[config.mk]
export PLATFORM = sky130hd
export DESIGN_NAME = rs232_rx_core
export DESIGN_NICKNAME = d
export VERILOG_FILES = /design/src/rtl/rs232_rx_core.sv
export SDC_FILE = /design/constraint.sdc
export NUM_CORES = 1
export LEC_CHECK = 0
export BUFFER_PORTS_ARGS = -buffer_cell sky130_fd_sc_hd__buf_2
export CORE_MARGIN = 4
export CORE_UTILIZATION = 30
export DETAILED_ROUTE_END_ITERATION = 7
export GPL_ROUTABILITY_DRIVEN = 0
export HOLD_SLACK_MARGIN = 0.05
export PLACE_DENSITY = 0.55
export RECOVER_POWER = 50
export SYNTH_ARGS = -nofsm -noshare
export SYNTH_HDL_FRONTEND = slang
export SYNTH_SLANG_ARGS = --single-unit
[constraint.sdc]
create_clock -name clk -period 8.6 [get_ports clk]
set_input_delay 2.15 -clock clk [delete_from_list [all_inputs] [get_ports clk]]
set_output_delay 2.15 -clock clk [all_outputs]
set_load 0.005 [all_outputs]
[src/rtl/rs232_rx_core.sv]
// ============================================================================
// Module   : rs232_rx_core
// Brief    : Oversampling-free RS-232 receiver with parity check, sticky error
//            flags and a first-word-fall-through receive FIFO.
// Revision : 1.0
// ============================================================================
`default_nettype none

module rs232_rx_core #(
  parameter int DATA_BITS  = 8,
  parameter int DIV_W      = 16,
  parameter int FIFO_DEPTH = 4
) (
  input  logic                          clk,
  input  logic                          rst,
  input  logic                          rx,
  input  logic [DIV_W-1:0]              baud_div,
  input  logic [1:0]                    parity_mode,
  input  logic                          rd_en,
  input  logic                          err_clr,
  output logic [DATA_BITS-1:0]          rd_data,
  output logic                          rd_valid,
  output logic                          rx_done,
  output logic                          frame_err,
  output logic                          parity_err,
  output logic                          overrun,
  output logic [$clog2(FIFO_DEPTH):0]   fifo_count
);

  localparam int PTR_W = $clog2(FIFO_DEPTH);
  localparam int CNT_W = PTR_W + 1;
  localparam int BIT_W = $clog2(DATA_BITS + 1);
  localparam logic [DIV_W-1:0] DIV_MIN  = DIV_W'(4);
  localparam logic [BIT_W-1:0] LAST_BIT = BIT_W'(DATA_BITS - 1);
  localparam logic [CNT_W-1:0] FULL_CNT = CNT_W'(FIFO_DEPTH);

  typedef enum logic [2:0] {
    S_IDLE   = 3'd0,
    S_START  = 3'd1,
    S_DATA   = 3'd2,
    S_PARITY = 3'd3,
    S_STOP   = 3'd4
  } state_t;

  logic                 rx_meta_q, rx_s_q, rx_prev_q;
  state_t               state_q, state_d;
  logic [DIV_W-1:0]     cnt_q, cnt_d;
  logic [DIV_W-1:0]     div_q, div_d;
  logic [1:0]           pm_q, pm_d;
  logic [BIT_W-1:0]     bits_q, bits_d;
  logic [DATA_BITS-1:0] shift_q, shift_d;
  logic                 par_bad_q, par_bad_d;
  logic                 push_q, push_d;
  logic                 set_perr, set_ferr;
  logic                 par_exp;
  logic                 sample_mid;

  logic [DATA_BITS-1:0] mem_q [FIFO_DEPTH];
  logic [PTR_W-1:0]     wr_ptr_q, rd_ptr_q;
  logic [CNT_W-1:0]     count_q, count_d;
  logic                 full, pop, push_ok, drop;
  logic                 ferr_q, perr_q, ovr_q;

  // Line synchroniser; rx_prev_q gives the 1->0 edge used for start detection.
  always_ff @(posedge clk or negedge rst) begin
    if (!rst) begin
      rx_meta_q <= 1'b1;
      rx_s_q    <= 1'b1;
      rx_prev_q <= 1'b1;
    end else begin
      rx_meta_q <= rx;
      rx_s_q    <= rx_meta_q;
      rx_prev_q <= rx_s_q;
    end
  end

  always_ff @(posedge clk or negedge rst) begin
    if (!rst) begin
      state_q   <= S_IDLE;
      cnt_q     <= '0;
      div_q     <= DIV_MIN;
      pm_q      <= 2'b00;
      bits_q    <= '0;
      shift_q   <= '0;
      par_bad_q <= 1'b0;
      push_q    <= 1'b0;
    end else begin
      state_q   <= state_d;
      cnt_q     <= cnt_d;
      div_q     <= div_d;
      pm_q      <= pm_d;
      bits_q    <= bits_d;
      shift_q   <= shift_d;
      par_bad_q <= par_bad_d;
      push_q    <= push_d;
    end
  end

  always_comb begin
    state_d    = state_q;
    cnt_d      = cnt_q;
    div_d      = div_q;
    pm_d       = pm_q;
    bits_d     = bits_q;
    shift_d    = shift_q;
    par_bad_d  = par_bad_q;
    push_d     = 1'b0;
    set_perr   = 1'b0;
    set_ferr   = 1'b0;
    par_exp    = (pm_q == 2'b10) ? ~(^shift_q) : (^shift_q);
    sample_mid = (cnt_q == div_q - DIV_W'(1));
    case (state_q)
      S_IDLE: begin
        // Edge, not level: a held-low break never re-triggers a start.
        if (rx_prev_q && !rx_s_q) begin
          cnt_d     = '0;
          div_d     = (baud_div < DIV_MIN) ? DIV_MIN : baud_div;
          pm_d      = parity_mode;
          bits_d    = '0;
          par_bad_d = 1'b0;
          state_d   = S_START;
        end
      end
      S_START: begin
        if (cnt_q == (div_q >> 1)) begin
          cnt_d   = '0;
          state_d = rx_s_q ? S_IDLE : S_DATA;
        end else begin
          cnt_d = cnt_q + DIV_W'(1);
        end
      end
      S_DATA: begin
        if (sample_mid) begin
          shift_d = {rx_s_q, shift_q[DATA_BITS-1:1]};
          cnt_d   = '0;
          bits_d  = bits_q + BIT_W'(1);
          if (bits_q == LAST_BIT) begin
            state_d = (pm_q == 2'b01 || pm_q == 2'b10) ? S_PARITY : S_STOP;
          end
        end else begin
          cnt_d = cnt_q + DIV_W'(1);
        end
      end
      S_PARITY: begin
        if (sample_mid) begin
          if (rx_s_q != par_exp) begin
            par_bad_d = 1'b1;
            set_perr  = 1'b1;
          end
          cnt_d   = '0;
          state_d = S_STOP;
        end else begin
          cnt_d = cnt_q + DIV_W'(1);
        end
      end
      S_STOP: begin
        if (sample_mid) begin
          if (!rx_s_q) begin
            set_ferr = 1'b1;
          end else begin
            push_d = !par_bad_q;
          end
          cnt_d   = '0;
          state_d = S_IDLE;
        end else begin
          cnt_d = cnt_q + DIV_W'(1);
        end
      end
      default: state_d = S_IDLE;
    endcase
  end

  // A full FIFO still accepts a push when the head is popped in the same cycle.
  assign full    = (count_q == FULL_CNT);
  assign pop     = rd_en && (count_q != '0);
  assign push_ok = push_q && (!full || pop);
  assign drop    = push_q && full && !pop;

  always_comb begin
    count_d = count_q;
    case ({push_ok, pop})
      2'b10:   count_d = count_q + CNT_W'(1);
      2'b01:   count_d = count_q - CNT_W'(1);
      default: count_d = count_q;
    endcase
  end

  always_ff @(posedge clk) begin
    if (push_ok) begin
      mem_q[wr_ptr_q] <= shift_q;
    end
  end

  always_ff @(posedge clk or negedge rst) begin
    if (!rst) begin
      wr_ptr_q <= '0;
      rd_ptr_q <= '0;
      count_q  <= '0;
      ferr_q   <= 1'b0;
      perr_q   <= 1'b0;
      ovr_q    <= 1'b0;
    end else begin
      if (push_ok) wr_ptr_q <= wr_ptr_q + PTR_W'(1);
      if (pop)     rd_ptr_q <= rd_ptr_q + PTR_W'(1);
      count_q <= count_d;
      if (err_clr) begin
        ferr_q <= 1'b0;
        perr_q <= 1'b0;
        ovr_q  <= 1'b0;
      end else begin
        if (set_ferr) ferr_q <= 1'b1;
        if (set_perr) perr_q <= 1'b1;
        if (drop)     ovr_q  <= 1'b1;
      end
    end
  end

  assign rd_valid   = (count_q != '0);
  assign rd_data    = rd_valid ? mem_q[rd_ptr_q] : '0;
  assign rx_done    = push_ok;
  assign fifo_count = count_q;
  assign frame_err  = ferr_q;
  assign parity_err = perr_q;
  assign overrun    = ovr_q;

endmodule

`default_nettype wire

==> run metrics, run 1 <==
run status complete, but fails checks; violated checks max-capacitance violations, max-slew violations; clock tree root buffer cell clkbuf_16; Clock Tree Buf Depth 2; remaining global-route overflow 0; cell type contributing the most total cell area after synthesis dfrtp_1; worst setup path class input port to primary output; Setup crit end kind primary output; Via Count 3490; clock transition at the registers of the reported paths 70 ps; vertical die dimension about 140 microns; total number of nets in the final design 524; cell repeated most along the worst path buf_2; count of H-tree levels built during CTS 3; overall die area 19100 sq um; total of warnings raised by yosys 0; wire length per cell 14.7 microns; summed area of non-filler cells in the final layout 5730 sq um; effective utilization at floorplan 30.6%; number of core rows 47; aggregate global-route resource usage a little under an eighth; CP startpoint kind input port; sequential share of the synthesized area 50.6%; wire length of the first global-routing pass 17900 microns; number of antenna violations at the first check in global routing 0; detailed-router iteration count before antenna repair 4; IO buf count 38; Net Count, Synth roughly 500; setup skew after layout 9.22 ps; endpoint of the worst register-to-register path cnt_q[7]; CP Data Arrival Time 3040 ps; count of maximum capacitance violations 1; PnR worst setup slack 3410 ps; cell area reported after detailed placement around 5400 sq um; Clock Latency Late Sink ~350 ps; cell count after synthesis 468; Hold Crit Class register to register; routed wire length 10600 microns; worst-path maximum fanout 9; Worst R2R Path Depth 10; count of antenna diodes in the layout 0; number of hold buffers added after CTS 0; Worst Hold Launch rx_meta_q; TritonCTS Sinks 96; worst r2r src div_q[0]; width of the die 138 microns; IO Count 39; final critical path time including I/O delays and setup about 5200 ps; headroom to the max-slew limit -132%; Synth Area per Inst approximately 11 sq um; Highest Clock Rate 0.193 GHz; final number of setup-violating endpoints 0; DRC violation count after routing 0; max-slew violations 65; number of cells on the worst hold path 0; number of CTS-inserted buffers 9; Gates resized, CTS repair 0; worst IR drop on VDD between 0.0001 and 0.00015 V; violation count after the first detailed-routing iteration 187; Final Util 34.6%; flip-flop cell with the highest count after synthesis dfrtp_1; register bit total from synthesis 96; leading cell types by total area after synthesis dfrtp_1, edfxtp_1, xor2_1; Critical Path Max Stage Delay about 370 ps; Critical Path Slowest Stage Cell nor4b_1; Period Utilization, post-route 60.3%; critical path required time 6450 ps; EDFF count, synth 32; kind of cell adding the most delay to the critical path simple AND/OR/NAND/NOR gates; cells traversed along the worst timing path buf_2 > nor4b_1 > nor2b_1 > buf_2; total power density per cell area 282 nW/um^2; post-CTS setup buffer count 0; transition at the pin with the smallest max-transition slack 3490 ps; flop2flop setup slack 4480 ps; area inside the core boundary 16600 sq um; sum of buffers and inverters on the critical path 2; antenna violation net count after detailed routing 0; worst slack after detailed placement 3390 ps; pin count of the biggest net entering global routing 65; LEAKAGE 2.52 nW; Detailed Place HPWL 7530 microns; end point of the most critical hold path rx_s_q; cell area after technology mapping 5080 sq um; Area growth, synth to finish 12.9%; vias per std cell 4.87; Worst path depth 4; via count of the first global-routing pass 3561; Synth cell types 54; Setup TNS 0 ps; most frequent cells after synthesis dfrtp_1, nand2_1, edfxtp_1; layout cells sized above 1 15.9%; portion of synthesized cell area occupied by the leading cell type 29.6%; TritonCTS clock tree built; fraction of synthesis flops using an asynchronous set or reset pin ~67%; RSZ-0062 raised after global routing false; final number of hold-violating endpoints 0
[layout by cell type (no fill, tap or decap), types with 3 or more instances in the layout]
master | netlist | routed
nand2_1 | 60 | 60
dfrtp_1 | 60 | 60
edfxtp_1 | 32 | 32
buf_2 | 1 | 31
xor2_1 | 30 | 30
o21ai_0 | 27 | 27
xnor2_1 | 23 | 23
nor2_1 | 22 | 22
and2_1 | 15 | 14
nor4_1 | 14 | 14
inv_1 | 13 | 13
and3_1 | 12 | 12
a21o_1 | 12 | 12
nor3b_1 | 10 | 10
nand3_1 | 10 | 10
nor3_1 | 9 | 9
mux2_2 | 9 | 9
ha_1 | 9 | 9
clkbuf_16 | 0 | 9
mux4_2 | 8 | 8
a21oi_1 | 8 | 8
clkbuf_1 | 23 | 8
a31oi_1 | 6 | 6
or4_1 | 5 | 5
or3_1 | 4 | 4
nor4b_1 | 3 | 3
a211oi_1 | 3 | 3
nand4_1 | 3 | 3
inv_6 | 0 | 3
dfstp_2 | 4 | 3
[per-stage QoR]
stage               power, mW  hold slack, ps  cells
finish                   1.62             373    716
floorplan                1.08             345    468
global route             1.73             373    716
global placement         1.20             348    700
detailed placement       1.21             353    700
CTS                      1.64             368    716
[sequential cells by signal, indices dropped and copies added, names as in the netlist]
| signal | count |
|---|---|
| bits_q | 4 |
| cnt_q | 16 |
| div_q | 16 |
| fifo_count | 3 |
| frame_err | 1 |
| mem_q | 32 |
| overrun | 1 |
| par_bad_q | 1 |
| parity_err | 1 |
| pm_q | 2 |
| push_q | 1 |
| rd_ptr_q | 2 |
| rx_meta_q | 1 |
| rx_prev_q | 1 |
| rx_s_q | 1 |
| shift_q | 8 |
| state_q | 3 |
| wr_ptr_q | 2 |
[metal layers]
metal	GRT usage, %	vias to the layer above	share of wire [%]
met5	0	-	0
met4	2.60	0	0.73
met1	14.2	1715	46
li1	-	1705	-
met2	19.5	60	50
met3	3.07	10	3.6
[kinds of logic after synthesis]
logic type               Yosys count  share of synthesized area [%]
AND/OR/NAND/NOR                  182                           19.3
adder cells (fa/ha/maj)           10                           2.61
buffers and inverters             41                           3.50
AO/OA/AOI/OAI                     67                           8.92
XOR/XNOR                          53                           9.14
flip-flops                        96                           50.6
multiplexers                      19                           5.94
[final cells by class]
cell class | count | area [sq um]
fillers | 1691 | 10900
well taps | 220 | 275
flip-flops and latches | 96 | 2570
repair buffers | 40 | 193
multi-input cells | 331 | 2330
inverters | 13 | 48.8
clock inverters | 7 | 88.8
clock buffers | 9 | 225
[worst max-delay path by stage]
stage                from   endpoint  slack (ps)
global placement    rd_en    rx_done        3500
global route          rst  bits_q[3]        2660
floorplan           rd_en    rx_done        3760
detailed placement  rd_en    rx_done        3390
finish              rd_en    rx_done        3410
CTS                 rd_en    rx_done        3390
[report_power, final]
part | total, mW | switching, mW | internal (mW)
Combinational | 0.511 | 0.263 | 0.249
Clock | 0.415 | 0.184 | 0.231
Sequential | 0.689 | 0.150 | 0.540
Total | 1.62 | 0.597 | 1.02
[worst register-to-register path, delay by kind of cell, from the launching register on]
family / cells / cell delay, ps
adders and majority gates: 1 / 280
AOI/OAI and AO/OA: 5 / 2050
buffers and inverters: 1 / 110
DFF: 1 / 440
and+or+nand+nor: 3 / 1150
No activity file was read; power rests on OpenSTA's default activity.
==> inputs of run 2 (changes only) <==
PLACE_DENSITY = 0.56   (was 0.55)
clock period = 4.5 ns   (was 8.6 ns; I/O delays follow)
==> run 2 against run 1 <==
- the flow still finishes with violations (max-capacitance violations, max-slew violations)
- sequential share of layout area is 0.088 points lower
- count of clock-buffer cells in the layout stayed put
- critical path depth is 7 higher
- hold slack worse by 1.9 ps
- highest routed layer unchanged
- sequential cell count stayed put
- setup slack worse by 2500 ps
- cell area is 0.20% higher
- clock power is 92% higher
- routed wire length is 3.5% higher
- utilization is 0.068 points higher
==> run metrics, run 2 (synthesis results as in run 1) <==
TritonCTS Sinks 96; Area growth, synth to finish 13.1%; critical path required time 4740 ps; number of cells on the worst hold path 0; number of antenna violations at the first check in global routing 0; final number of hold-violating endpoints 0; number of flip-flops under the largest register name 32; Via Count 3527; layout cells sized above 1 16.9%; width of the die 138 microns; count of H-tree levels built during CTS 3; Setup TNS 0 ps; total number of nets in the final design 526; effective utilization at floorplan between 30% and 40%; TritonCTS clock tree built; Gates resized, CTS repair 0; count of antenna diodes in the layout 0; detailed-router iteration count before antenna repair 4; Setup crit end kind register; worst setup path start div_q[0]; largest registers in the final layout mem_q (32), cnt_q (16), div_q (16); violated checks max-capacitance violations, max-slew violations; worst r2r src div_q[0]; wire length per cell ~15 microns; Hold Crit Class register to register; Switching Share 37.4%; endpoint of the worst register-to-register path cnt_q[3]; remaining global-route overflow 0; max-slew violations 41; worst IR drop on VDD 0.000291 V; number of CTS-inserted buffers 9; vias per std cell 4.91; routed wire length 10900 microns; worst-path maximum fanout 28; post-CTS setup buffer count 0; pin count of the biggest net entering global routing 41; via count of the first global-routing pass between 3000 and 4000; LEAKAGE roughly 2.5 nW; count of maximum capacitance violations 1; worst setup path class register to register; clock tree root buffer cell clkbuf_16; setup skew after layout 9.88 ps; IO buf count 38; Worst R2R Path Depth 11; IO Count 39; internal power summed over all cells 1.93 mW; clock transition at the registers of the reported paths 70 ps; Clock Latency Late Sink 350 ps; violation count after the first detailed-routing iteration 239; transition at the pin with the smallest max-transition slack approximately 2200 ps; area inside the core boundary 16600 sq um; total power density per cell area 537 nW/um^2; number of hold buffers added after CTS 0; vertical die dimension 138 microns; non-filler cells in the finished layout roughly 720; aggregate global-route resource usage roughly an eighth; Clock Tree Buf Depth 2; top library cells by usage in the layout, fill and taps aside nand2_1, dfrtp_1, buf_2; Period Utilization, post-route between 70 and 80%; CP startpoint kind register; headroom to the max-slew limit -47.0%; end point of the most critical hold path rx_s_q; overall die area 19100 sq um; Highest Clock Rate approximately 0.28 GHz; worst hold margin 371 ps; share of total power in the clock network 25.8%; CP Data Arrival Time 3790 ps; final number of setup-violating endpoints 0; Detailed Place HPWL 7860 microns; total net switching power 1.15 mW; antenna violation net count after detailed routing 0; proportion of power drawn by combinational gates 31.7%; Worst Hold Launch rx_meta_q; flop2flop setup slack 950 ps; final critical path time including I/O delays and setup 3550 ps; DRC violation count after routing 0; wire length of the first global-routing pass around 19000 microns; RSZ-0062 raised after global routing false; cell count after placement 702; share of total power in sequential cells 42.5%; run status complete, but fails checks; register with the most flip-flops mem_q; number of core rows 47
[run 2: cell count changes in the layout (fill, tap and decap cells not counted), sizes merged]
cell      before  now
clkinvlp       1    0
clkbuf        17   13
clkinv         2    3
buf           32   38
[run 2: per-stage QoR]
stage | cell area [sq um] | power (mW) | setup slack, ps | utilization, %
after floorplan | 5080 | 2.05 | 1300 | -
after global placement | 5440 | 2.27 | 1210 | 32.8
final | 5740 | 3.08 | 950 | 34.6
after detailed placement | 5440 | 2.30 | 1010 | 32.8
after global routing | 5740 | 3.29 | 602 | 34.6
after CTS | 5750 | 3.11 | 996 | 34.7
[run 2: cell type report]
type,count,area (sq um)
timing repair buffer,42,208
sequential,96,2570
fill,1690,10800
clock inverter,7,85.1
clock buffer,9,225
inverter,13,48.8
multi-input combinational,331,2330
tap,220,275
[run 2: power groups by stage]
stage                     Sequential (mW)  Combinational (mW)  Clock (mW)
after floorplan                      1.15               0.895           0
after global placement               1.32               0.952           0
after detailed placement             1.33               0.974           0
after CTS                            1.31               0.985       0.817
after global routing                 1.34                1.09       0.855
final                                1.31               0.979       0.795
[run 2: how the worst max path moves through the flow]
stage          cells after the start  slack, ps    endpoint
2_1_floorplan                     11       1300  shift_q[1]
3_3_place_gp                      11       1210    cnt_q[3]
3_5_place_dp                      11       1010    cnt_q[3]
4_1_cts                           11       1000    cnt_q[3]
5_1_grt                           11        600    cnt_q[9]
6_report                          11        950    cnt_q[3]
[run 2: layer usage]
metal / global-route usage, % / wire (microns) / share of wire (%) / vias up
li1: - / - / - / 1712
met1: 14.6 / 4930 / 45 / 1743
met2: 20.5 / 5500 / 50 / 60
met3: 2.52 / 344 / 3.1 / 12
met4: 3.64 / 148 / 1.4 / 0
met5: 0 / 0 / 0 / -
[run 2: critical path: stages (launching register included)]
cell      delay, ps
dfrtp_1         430
inv_1           110
ha_1            260
nor3b_1         580
and4_1          290
o21ai_0          70
a211oi_1        530
nand4_4         250
a211oi_4        240
buf_4           300
nor3_1           90
a211o_1         270
